===== config.mk =====
export PLATFORM = sky130hd
export DESIGN_NAME = countdown_arbiter
export DESIGN_NICKNAME = d
export VERILOG_FILES = /design/src/rtl/countdown_arbiter.sv
export SDC_FILE = /design/constraint.sdc
export NUM_CORES = 1
export LEC_CHECK = 0
export ABC_AREA = 1
export CAP_MARGIN = 30
export CORE_UTILIZATION = 45
export DETAILED_ROUTE_END_ITERATION = 10
export GPL_TIMING_DRIVEN = 0
export PLACE_DENSITY_LB_ADDON = 0.05
export SLEW_MARGIN = 10
export SYNTH_ARGS = -nofsm -noshare
export SYNTH_HDL_FRONTEND = slang
export SYNTH_SLANG_ARGS = --single-unit

===== constraint.sdc =====
create_clock -name clk -period 1.5 [get_ports clk]
set_input_delay 0.3 -clock clk [delete_from_list [all_inputs] [get_ports clk]]
set_output_delay 0.3 -clock clk [all_outputs]
set_load 0.05 [all_outputs]

===== src/rtl/countdown_arbiter.sv =====
`default_nettype none
// +--------------------------------------------------------------------------+
// | countdown_arbiter: one shared seconds timer granted to three requesters    |
// | Rev 1.0                                                                  |
// +--------------------------------------------------------------------------+
module countdown_arbiter #(
  parameter int TICKS_PER_SEC = 100000000,
  parameter int DUR0          = 60,
  parameter int DUR1          = 60,
  parameter int DUR2          = 180
) (
  input  logic       clk,
  input  logic       reset,
  input  logic [2:0] req,
  output logic [2:0] grant,
  output logic       busy,
  output logic [7:0] remain_sec,
  output logic [2:0] done,
  output logic       abort
);

  typedef enum logic [1:0] {
    IDLE = 2'd0,
    RUN  = 2'd1,
    HOLD = 2'd2
  } state_t;

  localparam int            PW        = (TICKS_PER_SEC > 1) ? $clog2(TICKS_PER_SEC) : 1;
  localparam logic [PW-1:0] PRESC_MAX = PW'(TICKS_PER_SEC - 1);
  localparam logic [7:0]    C_DUR0    = 8'(DUR0);
  localparam logic [7:0]    C_DUR1    = 8'(DUR1);
  localparam logic [7:0]    C_DUR2    = 8'(DUR2);

  state_t        state_q, state_d;
  logic [2:0]    owner_q, owner_d;
  logic [2:0]    grant_q, grant_d;
  logic          busy_q, busy_d;
  logic [7:0]    remain_q, remain_d;
  logic [PW-1:0] presc_q, presc_d;
  logic [2:0]    done_q, done_d;
  logic          abort_q, abort_d;

  logic w_tick;
  logic w_owner_req;

  assign w_tick      = (presc_q == PRESC_MAX);
  assign w_owner_req = |(req & owner_q);

  always_comb begin
    state_d  = state_q;
    owner_d  = owner_q;
    grant_d  = grant_q;
    busy_d   = busy_q;
    remain_d = remain_q;
    presc_d  = presc_q;
    done_d   = 3'b000;
    abort_d  = 1'b0;

    case (state_q)
      IDLE: begin
        grant_d  = 3'b000;
        busy_d   = 1'b0;
        remain_d = 8'd0;
        presc_d  = '0;
        if (|req) begin
          state_d = RUN;
          busy_d  = 1'b1;
          if (req[2]) begin
            owner_d  = 3'b100;
            remain_d = C_DUR2;
          end else if (req[1]) begin
            owner_d  = 3'b010;
            remain_d = C_DUR1;
          end else begin
            owner_d  = 3'b001;
            remain_d = C_DUR0;
          end
          grant_d = owner_d;
        end
      end

      RUN: begin
        // Losing the owner's request outranks a tick landing on the same edge.
        if (!w_owner_req) begin
          state_d  = IDLE;
          grant_d  = 3'b000;
          busy_d   = 1'b0;
          remain_d = 8'd0;
          presc_d  = '0;
          abort_d  = 1'b1;
        end else if (w_tick) begin
          presc_d = '0;
          if (remain_q > 8'd1) begin
            remain_d = remain_q - 8'd1;
          end else begin
            state_d  = HOLD;
            grant_d  = 3'b000;
            busy_d   = 1'b0;
            remain_d = 8'd0;
            done_d   = owner_q;
          end
        end else begin
          presc_d = presc_q + 1'b1;
        end
      end

      HOLD: begin
        // Stay parked until the expired owner lets go, so it cannot re-grab.
        if (!w_owner_req) begin
          state_d = IDLE;
        end
      end

      default: begin
        state_d  = IDLE;
        grant_d  = 3'b000;
        busy_d   = 1'b0;
        remain_d = 8'd0;
        presc_d  = '0;
      end
    endcase
  end

  always_ff @(posedge clk) begin
    if (!reset) begin
      state_q  <= IDLE;
      owner_q  <= 3'b000;
      grant_q  <= 3'b000;
      busy_q   <= 1'b0;
      remain_q <= 8'd0;
      presc_q  <= '0;
      done_q   <= 3'b000;
      abort_q  <= 1'b0;
    end else begin
      state_q  <= state_d;
      owner_q  <= owner_d;
      grant_q  <= grant_d;
      busy_q   <= busy_d;
      remain_q <= remain_d;
      presc_q  <= presc_d;
      done_q   <= done_d;
      abort_q  <= abort_d;
    end
  end

  assign grant      = grant_q;
  assign busy       = busy_q;
  assign remain_sec = remain_q;
  assign done       = done_q;
  assign abort      = abort_q;

endmodule
`default_nettype wire

==> results.tsv, run 1 <==
stage	metric	value	unit
drt	drt-initial-drc-count	157	
timing	clock_skew	4.05	ps
global_routing	antenna_found_initial	0	
run	timing.max_cap.violations	0	
cells_and_area	area_growth_syn_to_layout	31.1	%
global_routing	globalRouteTotalUtil	0.221	
global_routing	overflow_left_after_global_routing	0	
placement	port_buffers	20	
cells_and_area	num_antenna_cells	0	
clock_tree	clkLatencyLatePin	310	ps
logic_synthesis	syn_area_per_cell	6.67	um2
timing	finalWorstSetupSlack	-56.0	ps
die	floorplan.die.height	77.4	um
logic_synthesis	post_synth_net_total	392	
global_routing	pin_count_of_the_biggest_net_entering_global_routing	16	
die	dieArea	5990	um2
drt	wire_per_inst	12.7	um
worst_setup_path	max_stage_delay	380	ps
drt	number_of_iterations_in_the_first_detailed_routing_pass	4	
worst_setup_path	timing.critical_path.slowest_stage_cell	sky130_fd_sc_hd__dfxtp_2	
pwr	powerDensity	832	nW/um2
worst_setup_path	critPathMaxFanout	5	
timing	setup_viol	12	
drt	route.final.wire_length	6.43	mm
pwr	static-leakage-power	1.33	nW
clock_tree	cts_sinks	48	
placement	gpl.final_weighted_congestion	0.882	
pwr	ir_drop	531	uV
run_status	status	finished with violations	
timing	relSlewSlack	0.669	
clock_tree	htreeDepth	2	
placement	detailedPlacementHpwl	4.54	mm
die	fp.dieW	77.4	um
die	core_box_area	5510	um2
clock_tree	hold_fix_buffer_count_after_cts	0	
logic_synthesis	ys_seq_area_frac	0.375	
logic_synthesis	synthDistinctLibCells	24	
drt	detail-route-antenna-nets	0	
die	ioPinCount	21	
worst_setup_path	worstPathRequired	1700	ps
worst_setup_path	endpoint_kind	flip-flop	
worst_setup_path	crit_family	simple AND/OR/NAND/NOR gates	
drt	via_count	2497	
drt	post-route-drc-count	0	
timing	max_freq	643	MHz
timing	timing.final.max_slew_violations	0	
cells_and_area	ratio_of_cells_with_drive_above_1_in_the_final_layout	0.271	
die	initial_utilization	0.465	
worst_setup_path	critical_path_buf_inv_count	2	
pwr	fin_total_pwr	0.00279	W
timing	period_share	1.04	
drt	vias_per_cell	4.92	
clock_tree	cts-root-buf	sky130_fd_sc_hd__clkbuf_8	
worst_setup_path	path_cells	nand2_1, nor2_4, nand2_1, nor2_2, nand2_2, nand2_4, nand2_4, nand2_8, buf_6, buf_8, nor2_1	
global_routing	grt_first_pass_wirelength	10.5	mm
run_status	failing_checks	negative setup slack	
worst_setup_path	signal_arrival_time_at_the_worst_endpoint	1760	ps
clock_tree	cts_tree	yes	
logic_synthesis	combined_area_of_all_synthesized_cells	2560	um2
hold_path	holdCritPathClass	input pin to flip-flop	
timing	fin_crit	1560	ps
placement	place_inst	476	
clock_tree	cts.reportedPaths.clkPinSlew	90	ps
timing	rsz0062_at_grt	yes	
worst_setup_path	critical_path_class	flip-flop to flip-flop	
clock_tree	cts_buffers	5	
timing	timing_hold_violations_final	0	
timing	worst-slew-pin-transition	496	ps
cells_and_area	num-nets-final	443	
logic_synthesis	ys_seq_elements	48	
logic_synthesis	ys_warn_count	0	
cells_and_area	post_layout_nonfiller_instances	508	
worst_setup_path	crit_path_start_kind	flip-flop	
global_routing	vias_in_the_first_global_route	2375	
clock_tree	cts-root-to-sink-buffers	2	
logic_synthesis	synthCells	384	
die	row_count	27	
==> metal layers <==
layer / part of all wire / up-vias / global-route usage
met5: 0 / - / 0
met4: 0.031 / 0 / 0.0925
met3: 0.031 / 19 / 0.0329
met2: 0.51 / 47 / 0.404
met1: 0.43 / 1106 / 0.255
li1: - / 1325 / -
==> kinds of logic after synthesis <==
family	after synthesis	share of synthesized area
and+or+nand+nor	230	0.397
buffers and inverters	53	0.0880
DFF	48	0.375
AOI/OAI and AO/OA	33	0.0670
xor gates and xnor gates	17	0.0582
adders and majority gates	3	0.0147
==> through the flow <==
stage / setup slack, ps / util / setup TNS, ps / hold slack (ps) / cell area [um2]
2_1_floorplan: 1.11 / - / 0 / 422 / 2590
6_report: -56.0 / 0.609 / -389 / 412 / 3360
4_1_cts: -140 / 0.580 / -3170 / 459 / 3190
3_5_place_dp: -537 / 0.523 / -19450 / 443 / 2880
3_3_place_gp: -514 / 0.523 / -18190 / 440 / 2880
5_1_grt: -165 / 0.609 / -3520 / 461 / 3360
==> path summary, 6_finish.rpt <==
path                   start     endpoint  slack [ps]  depth (start not counted)
hold reg to reg   owner_q[0]      done[0]         450                          2
setup reg to reg  presc_q[4]  presc_q[15]         -60                         11
setup / recovery  presc_q[4]  presc_q[15]         -60                         11
hold / removal        req[0]        abort         410                          4
==> power by group <==
part | switching [W] | internal (W) | total, W
registers | 0.0000396 | 0.00132 | 0.00136
logic | 0.000333 | 0.000166 | 0.000499
clock network | 0.000457 | 0.000479 | 0.000935
total | 0.000830 | 0.00196 | 0.00279
==> tightest hold or removal path: stages <==
cell and delay, ps:
sky130_fd_sc_hd__dlymetal6s2s_1 130, sky130_fd_sc_hd__nand2_1 100, sky130_fd_sc_hd__nand3_4 100, sky130_fd_sc_hd__nor3_1 50
==> synthesized netlist by cell type <==
library cell / count / area share
sky130_fd_sc_hd__a21oi_1: 17 / 0.033
sky130_fd_sc_hd__and3_2: 1 / 0.0029
sky130_fd_sc_hd__buf_4: 1 / 0.0029
sky130_fd_sc_hd__buf_6: 3 / 0.013
sky130_fd_sc_hd__clkbuf_1: 1 / 0.0015
sky130_fd_sc_hd__dfxtp_1: 48 / 0.38
sky130_fd_sc_hd__ha_1: 3 / 0.015
sky130_fd_sc_hd__inv_1: 46 / 0.067
sky130_fd_sc_hd__inv_2: 2 / 0.0029
sky130_fd_sc_hd__nand2_1: 85 / 0.12
sky130_fd_sc_hd__nand2_2: 2 / 0.0049
sky130_fd_sc_hd__nand2_4: 3 / 0.013
sky130_fd_sc_hd__nand3_1: 42 / 0.082
sky130_fd_sc_hd__nand3b_1: 1 / 0.0029
sky130_fd_sc_hd__nand4_1: 10 / 0.024
sky130_fd_sc_hd__nor2_1: 72 / 0.11
sky130_fd_sc_hd__nor2_2: 3 / 0.0073
sky130_fd_sc_hd__nor2_4: 3 / 0.013
sky130_fd_sc_hd__nor3_1: 8 / 0.016
sky130_fd_sc_hd__o21ai_0: 14 / 0.027
sky130_fd_sc_hd__o21ai_2: 1 / 0.0034
sky130_fd_sc_hd__o21bai_1: 1 / 0.0029
sky130_fd_sc_hd__xnor2_1: 5 / 0.017
sky130_fd_sc_hd__xor2_1: 12 / 0.041
==> layout by cell type, fill, tap and decap left out, types with 2 or more instances in the layout <==
master and instances:
sky130_fd_sc_hd__nor3_1 6, sky130_fd_sc_hd__inv_1 41, sky130_fd_sc_hd__nand4_1 10, sky130_fd_sc_hd__ha_4 2, sky130_fd_sc_hd__a21oi_2 2, sky130_fd_sc_hd__xnor2_1 5
sky130_fd_sc_hd__dfxtp_1 27, sky130_fd_sc_hd__inv_2 7, sky130_fd_sc_hd__nor2_2 15, sky130_fd_sc_hd__clkbuf_2 3, sky130_fd_sc_hd__o21ai_0 10, sky130_fd_sc_hd__clkdlybuf4s15_1 6
sky130_fd_sc_hd__dfxtp_4 2, sky130_fd_sc_hd__clkbuf_8 6, sky130_fd_sc_hd__nand2_1 78, sky130_fd_sc_hd__nor2_4 9, sky130_fd_sc_hd__dfxtp_2 19, sky130_fd_sc_hd__nand3_1 38
sky130_fd_sc_hd__nor2_1 54, sky130_fd_sc_hd__clkdlybuf4s15_2 3, sky130_fd_sc_hd__nand3_2 2, sky130_fd_sc_hd__nand3_4 2, sky130_fd_sc_hd__a21oi_1 15, sky130_fd_sc_hd__o21ai_1 4
sky130_fd_sc_hd__nand2_2 9, sky130_fd_sc_hd__buf_4 22, sky130_fd_sc_hd__nand2_4 2, sky130_fd_sc_hd__xor2_1 12, sky130_fd_sc_hd__buf_6 4, sky130_fd_sc_hd__dlygate4sd2_1 6
==> repair_timing <==
item	CTS	global route
pin swaps	4	15
buffers inserted	11	13
gates resized for setup	54	51
cloned	2	0
setup endpoints to repair	54	47
==> layout make-up <==
cell class / instances / area [um2]
buffer: 4 / 37.5
clock buffer: 7 / 108
clock inverter: 1 / 8.76
fill: 517 / 2150
inverter: 48 / 180
multi-input combinational: 283 / 1560
sequential: 48 / 992
tap: 72 / 90.1
timing repair buffer: 45 / 380
==> state kept, by name (all words and copies together) (netlist names) <==
signal and cells:
abort 1, busy 1, done 3, grant 3
owner_q 3, presc_q 27, remain_sec 8, state_q 2
(Power assumes the default switching activity.)
==> inputs of run 2 (changes only) <==
--- a/config.mk
+++ b/config.mk
@@ -7,6 +7,5 @@
 export LEC_CHECK = 0
 export ABC_AREA = 1
-export CAP_MARGIN = 30
-export CORE_UTILIZATION = 45
+export CORE_UTILIZATION = 50
 export DETAILED_ROUTE_END_ITERATION = 10
 export GPL_TIMING_DRIVEN = 0
==> constraint.sdc (replaced) <==
create_clock -name clk -period 1.5 [get_ports clk]
set_input_delay 0.3 -clock clk [delete_from_list [all_inputs] [get_ports clk]]
set_output_delay 0.3 -clock clk [all_outputs]
set_load 0.005 [all_outputs]
==> run 2 against run 1 <==
The run still ends with negative setup slack left. Non-clock buffer count grew 4. Critical endpoint is now presc_q[17]. Critical path type unchanged. Die area shrank 9.7%. Combinational power grew 5.0%. Global-route usage grew 3.6 points. Largest power group unchanged. Worst hold slack lost 25 ps. Clock power shrank 11%. Critical path depth is the same.
==> results.tsv, run 2 (synthesis results as in run 1) <==
stage	metric	value	unit	change
run_status	status	finished with violations		
run_status	failing_checks	negative setup slack		
global_routing	grt_first_pass_wirelength	10.7	mm	+1.3%
pwr	comb_power_share	0.193		+0.014
worst_setup_path	signal_arrival_time_at_the_worst_endpoint	1790	ps	+30 ps
pwr	netSwitchingFraction	0.303		+0.00546
worst_setup_path	max_stage_delay	370	ps	about the same
timing	timing.final.max_slew_violations	0		unchanged
cells_and_area	num_antenna_cells	0		unchanged
cells_and_area	design_area	3560	um2	+6.0%
worst_setup_path	worst_r2r_startpoint	presc_q[1]		
worst_setup_path	critical_path_class	flip-flop to flip-flop		
clock_tree	cts-root-buf	sky130_fd_sc_hd__clkbuf_8		
timing	timing_hold_violations_final	0		unchanged
clock_tree	cts_buffers	5		unchanged
global_routing	overflow_left_after_global_routing	0		unchanged
global_routing	vias_in_the_first_global_route	2393		+0.76%
die	dieArea	5410	um2	-9.7%
clock_tree	cts.reportedPaths.clkPinSlew	100	ps	about the same
placement	place_area	2850	um2	-1.0%
global_routing	pin_count_of_the_biggest_net_entering_global_routing	18		+2
die	row_count	25		-7.4%
drt	wire_per_inst	13.8	um	+9.0%
timing	clock_skew	10.2	ps	+6.17 ps
cells_and_area	combined_flip_flop_and_latch_cell_area	996	um2	+0.38%
timing	max_freq	631	MHz	-1.8%
pwr	net-switching-power	0.000821	W	-1.0%
cells_and_area	multi_input_area	1670	um2	+7.1%
worst_setup_path	ff2ff_setup_slack	-90	ps	-30 ps
drt	route.final.wire_length	6.99	mm	+8.7%
timing	relSlewSlack	0.726		+0.0568
timing	rsz0062_at_grt	yes		
hold_path	holdCritPathClass	input pin to flip-flop		
cells_and_area	area_growth_syn_to_layout	38.9	%	
die	floorplan.die.height	73.6	um	-5.0%
die	ioPinCount	21		unchanged
die	initial_utilization	0.531		+0.0665
pwr	powerDensity	763	nW/um2	-8.3%
cells_and_area	final_common_cell	sky130_fd_sc_hd__nand2_1		
clock_tree	cts_sinks	48		unchanged
clock_tree	cts_tree	yes		
drt	via_count	2642		+5.8%
pwr	ir_drop	610	uV	+15%
global_routing	antenna_found_initial	0		unchanged
timing	setup_viol	35		+23
clock_tree	clkLatencyLatePin	310	ps	about the same
worst_setup_path	endpoint_kind	flip-flop		
pwr	share_clk_of_total_power	0.307		-0.028
cells_and_area	ratio_of_cells_with_drive_above_1_in_the_final_layout	0.314		+0.0430
pwr	fin_total_pwr	0.00271	W	-2.8%
drt	number_of_iterations_in_the_first_detailed_routing_pass	4		unchanged
worst_setup_path	crit_start	presc_q[1]		
timing	fin_crit	1590	ps	+29.3 ps
clock_tree	hold_fix_buffer_count_after_cts	0		unchanged
worst_setup_path	worstPathRequired	1710	ps	about the same
pwr	power_report.internal_total	0.00189	W	-3.6%
placement	port_buffers	20		unchanged
cells_and_area	registers.top_by_ff_count	presc_q		
cells_and_area	layout.core_utilization	0.738		+0.129
timing	finalWorstSetupSlack	-85.3	ps	-29.3 ps
cells_and_area	num-nets-final	447		+0.90%
die	fp.dieW	73.6	um	-5.0%
clock_tree	htreeDepth	2		unchanged
global_routing	globalRouteTotalUtil	0.257		+0.0356
worst_setup_path	crit_end	presc_q[17]		
run	timing.max_cap.violations	0		unchanged
cells_and_area	fillCellCount	392		-24%
placement	detailedPlacementHpwl	4.40	mm	-3.1%
timing	period_share	1.06		+0.0195
cells_and_area	mostFrequentLayoutCells	73 x sky130_fd_sc_hd__nand2_1, 51 x sky130_fd_sc_hd__nor2_1, 40 x sky130_fd_sc_hd__inv_1, 32 x sky130_fd_sc_hd__nand3_1, 26 x sky130_fd_sc_hd__dfxtp_1		
worst_setup_path	timing.critical_path.slowest_stage_cell	sky130_fd_sc_hd__dfxtp_2		
worst_setup_path	timing.rr.end	presc_q[17]		
die	core_box_area	4820	um2	-13%
drt	vias_per_cell	5.21		+6.0%
pwr	seqPwrFrac	0.500		+0.014
cells_and_area	post_layout_nonfiller_instances	507		-0.20%
worst_setup_path	crit_path_start_kind	flip-flop		
drt	drt-initial-drc-count	151		-3.8%
clock_tree	cts-root-to-sink-buffers	2		unchanged
drt	post-route-drc-count	0		unchanged
placement	place_inst	471		-1.1%
drt	detail-route-antenna-nets	0		unchanged
cells_and_area	largest_register_ff_count	27		unchanged
timing	worst-slew-pin-transition	409	ps	-86.4 ps
worst_setup_path	worst-r2r-cell-count	11		unchanged
worst_setup_path	path_cells	ha_4, nand2_4, nor2_4, nand2_1, nor2_1, nand2_2, nand2_4, nand2_8, nand2_8, clkbuf_16, nor2_1		
worst_setup_path	critPathMaxFanout	5		unchanged
placement	gpl.final_weighted_congestion	0.895		+1.5%
pwr	static-leakage-power	1.46	nW	+10%
[run 2: cell count changes in the layout (fill, tap and decap cells not counted), moves of 5 or more]
cell                              delta
sky130_fd_sc_hd__clkdlybuf4s50_1    +10
sky130_fd_sc_hd__dlymetal6s2s_1      +6
sky130_fd_sc_hd__nand3_1             -6
sky130_fd_sc_hd__o21ai_0             -5
sky130_fd_sc_hd__nand2_1             -5
sky130_fd_sc_hd__a21oi_2             +5
sky130_fd_sc_hd__clkdlybuf4s15_1     -6
sky130_fd_sc_hd__a21oi_1             -5
sky130_fd_sc_hd__nand3_2             +7
[run 2: layout make-up]
type | count | share of cell area
buffer | 5 | 0.0151
clock buffer | 5 | 0.0194
clock inverter | 3 | 0.00704
inverter | 48 | 0.0507
multi-input combinational | 283 | 0.470
sequential | 48 | 0.280
tap | 67 | 0.0236
timing repair buffer | 48 | 0.134
[run 2: power groups by stage]
stage	Clock [W]	Combinational (W)	Sequential, W
4_1_cts	0.000852	0.000459	0.00135
2_1_floorplan	0	0.000231	0.00138
5_1_grt	0.000911	0.000569	0.00136
3_5_place_dp	0	0.000364	0.00138
3_3_place_gp	0	0.000361	0.00138
6_report	0.000833	0.000524	0.00136
[run 2: how the worst min path moves through the flow]
stage                to        from  slack (ps)  cells past startpoint
6_report       grant[1]      req[1]         390                      3
3_5_place_dp    done[1]  owner_q[1]         440                      2
3_3_place_gp    done[2]  owner_q[2]         440                      2
5_1_grt        grant[1]      req[1]         390                      3
4_1_cts         done[1]  owner_q[1]         460                      2
2_1_floorplan   done[0]  owner_q[0]         420                      2
[run 2: metrics by stage]
stage | setup TNS (ps) | setup slack (ps) | hold slack [ps]
CTS | -2790 | -109 | 458
global route | -4080 | -136 | 394
floorplan | 0 | 8.02 | 422
detailed placement | -19360 | -536 | 445
finish | -1790 | -85.3 | 387
global placement | -18310 | -503 | 437
[run 2: timing repair]
item	CTS	global route
gates resized for setup	58	73
pin swaps	9	14
setup buffers	14	11
endpoints found under the setup margin	44	49
cloned	2	1
[run 2: routing by layer]
metal | GRT usage | wire [um] | up-vias
met5 | 0 | 0 | -
met2 | 0.467 | 3560 | 60
met4 | 0.0726 | 143 | 0
li1 | - | - | 1332
met1 | 0.310 | 3040 | 1235
met3 | 0.0412 | 252 | 15
[run 2: worst max-delay path: cells and delay by family (launching register included)]
family,cells,cell delay (ps)
AND/OR/NAND/NOR,9,780
flip-flops,1,370
adder cells (fa/ha/maj),1,160
buffers and inverters,1,160
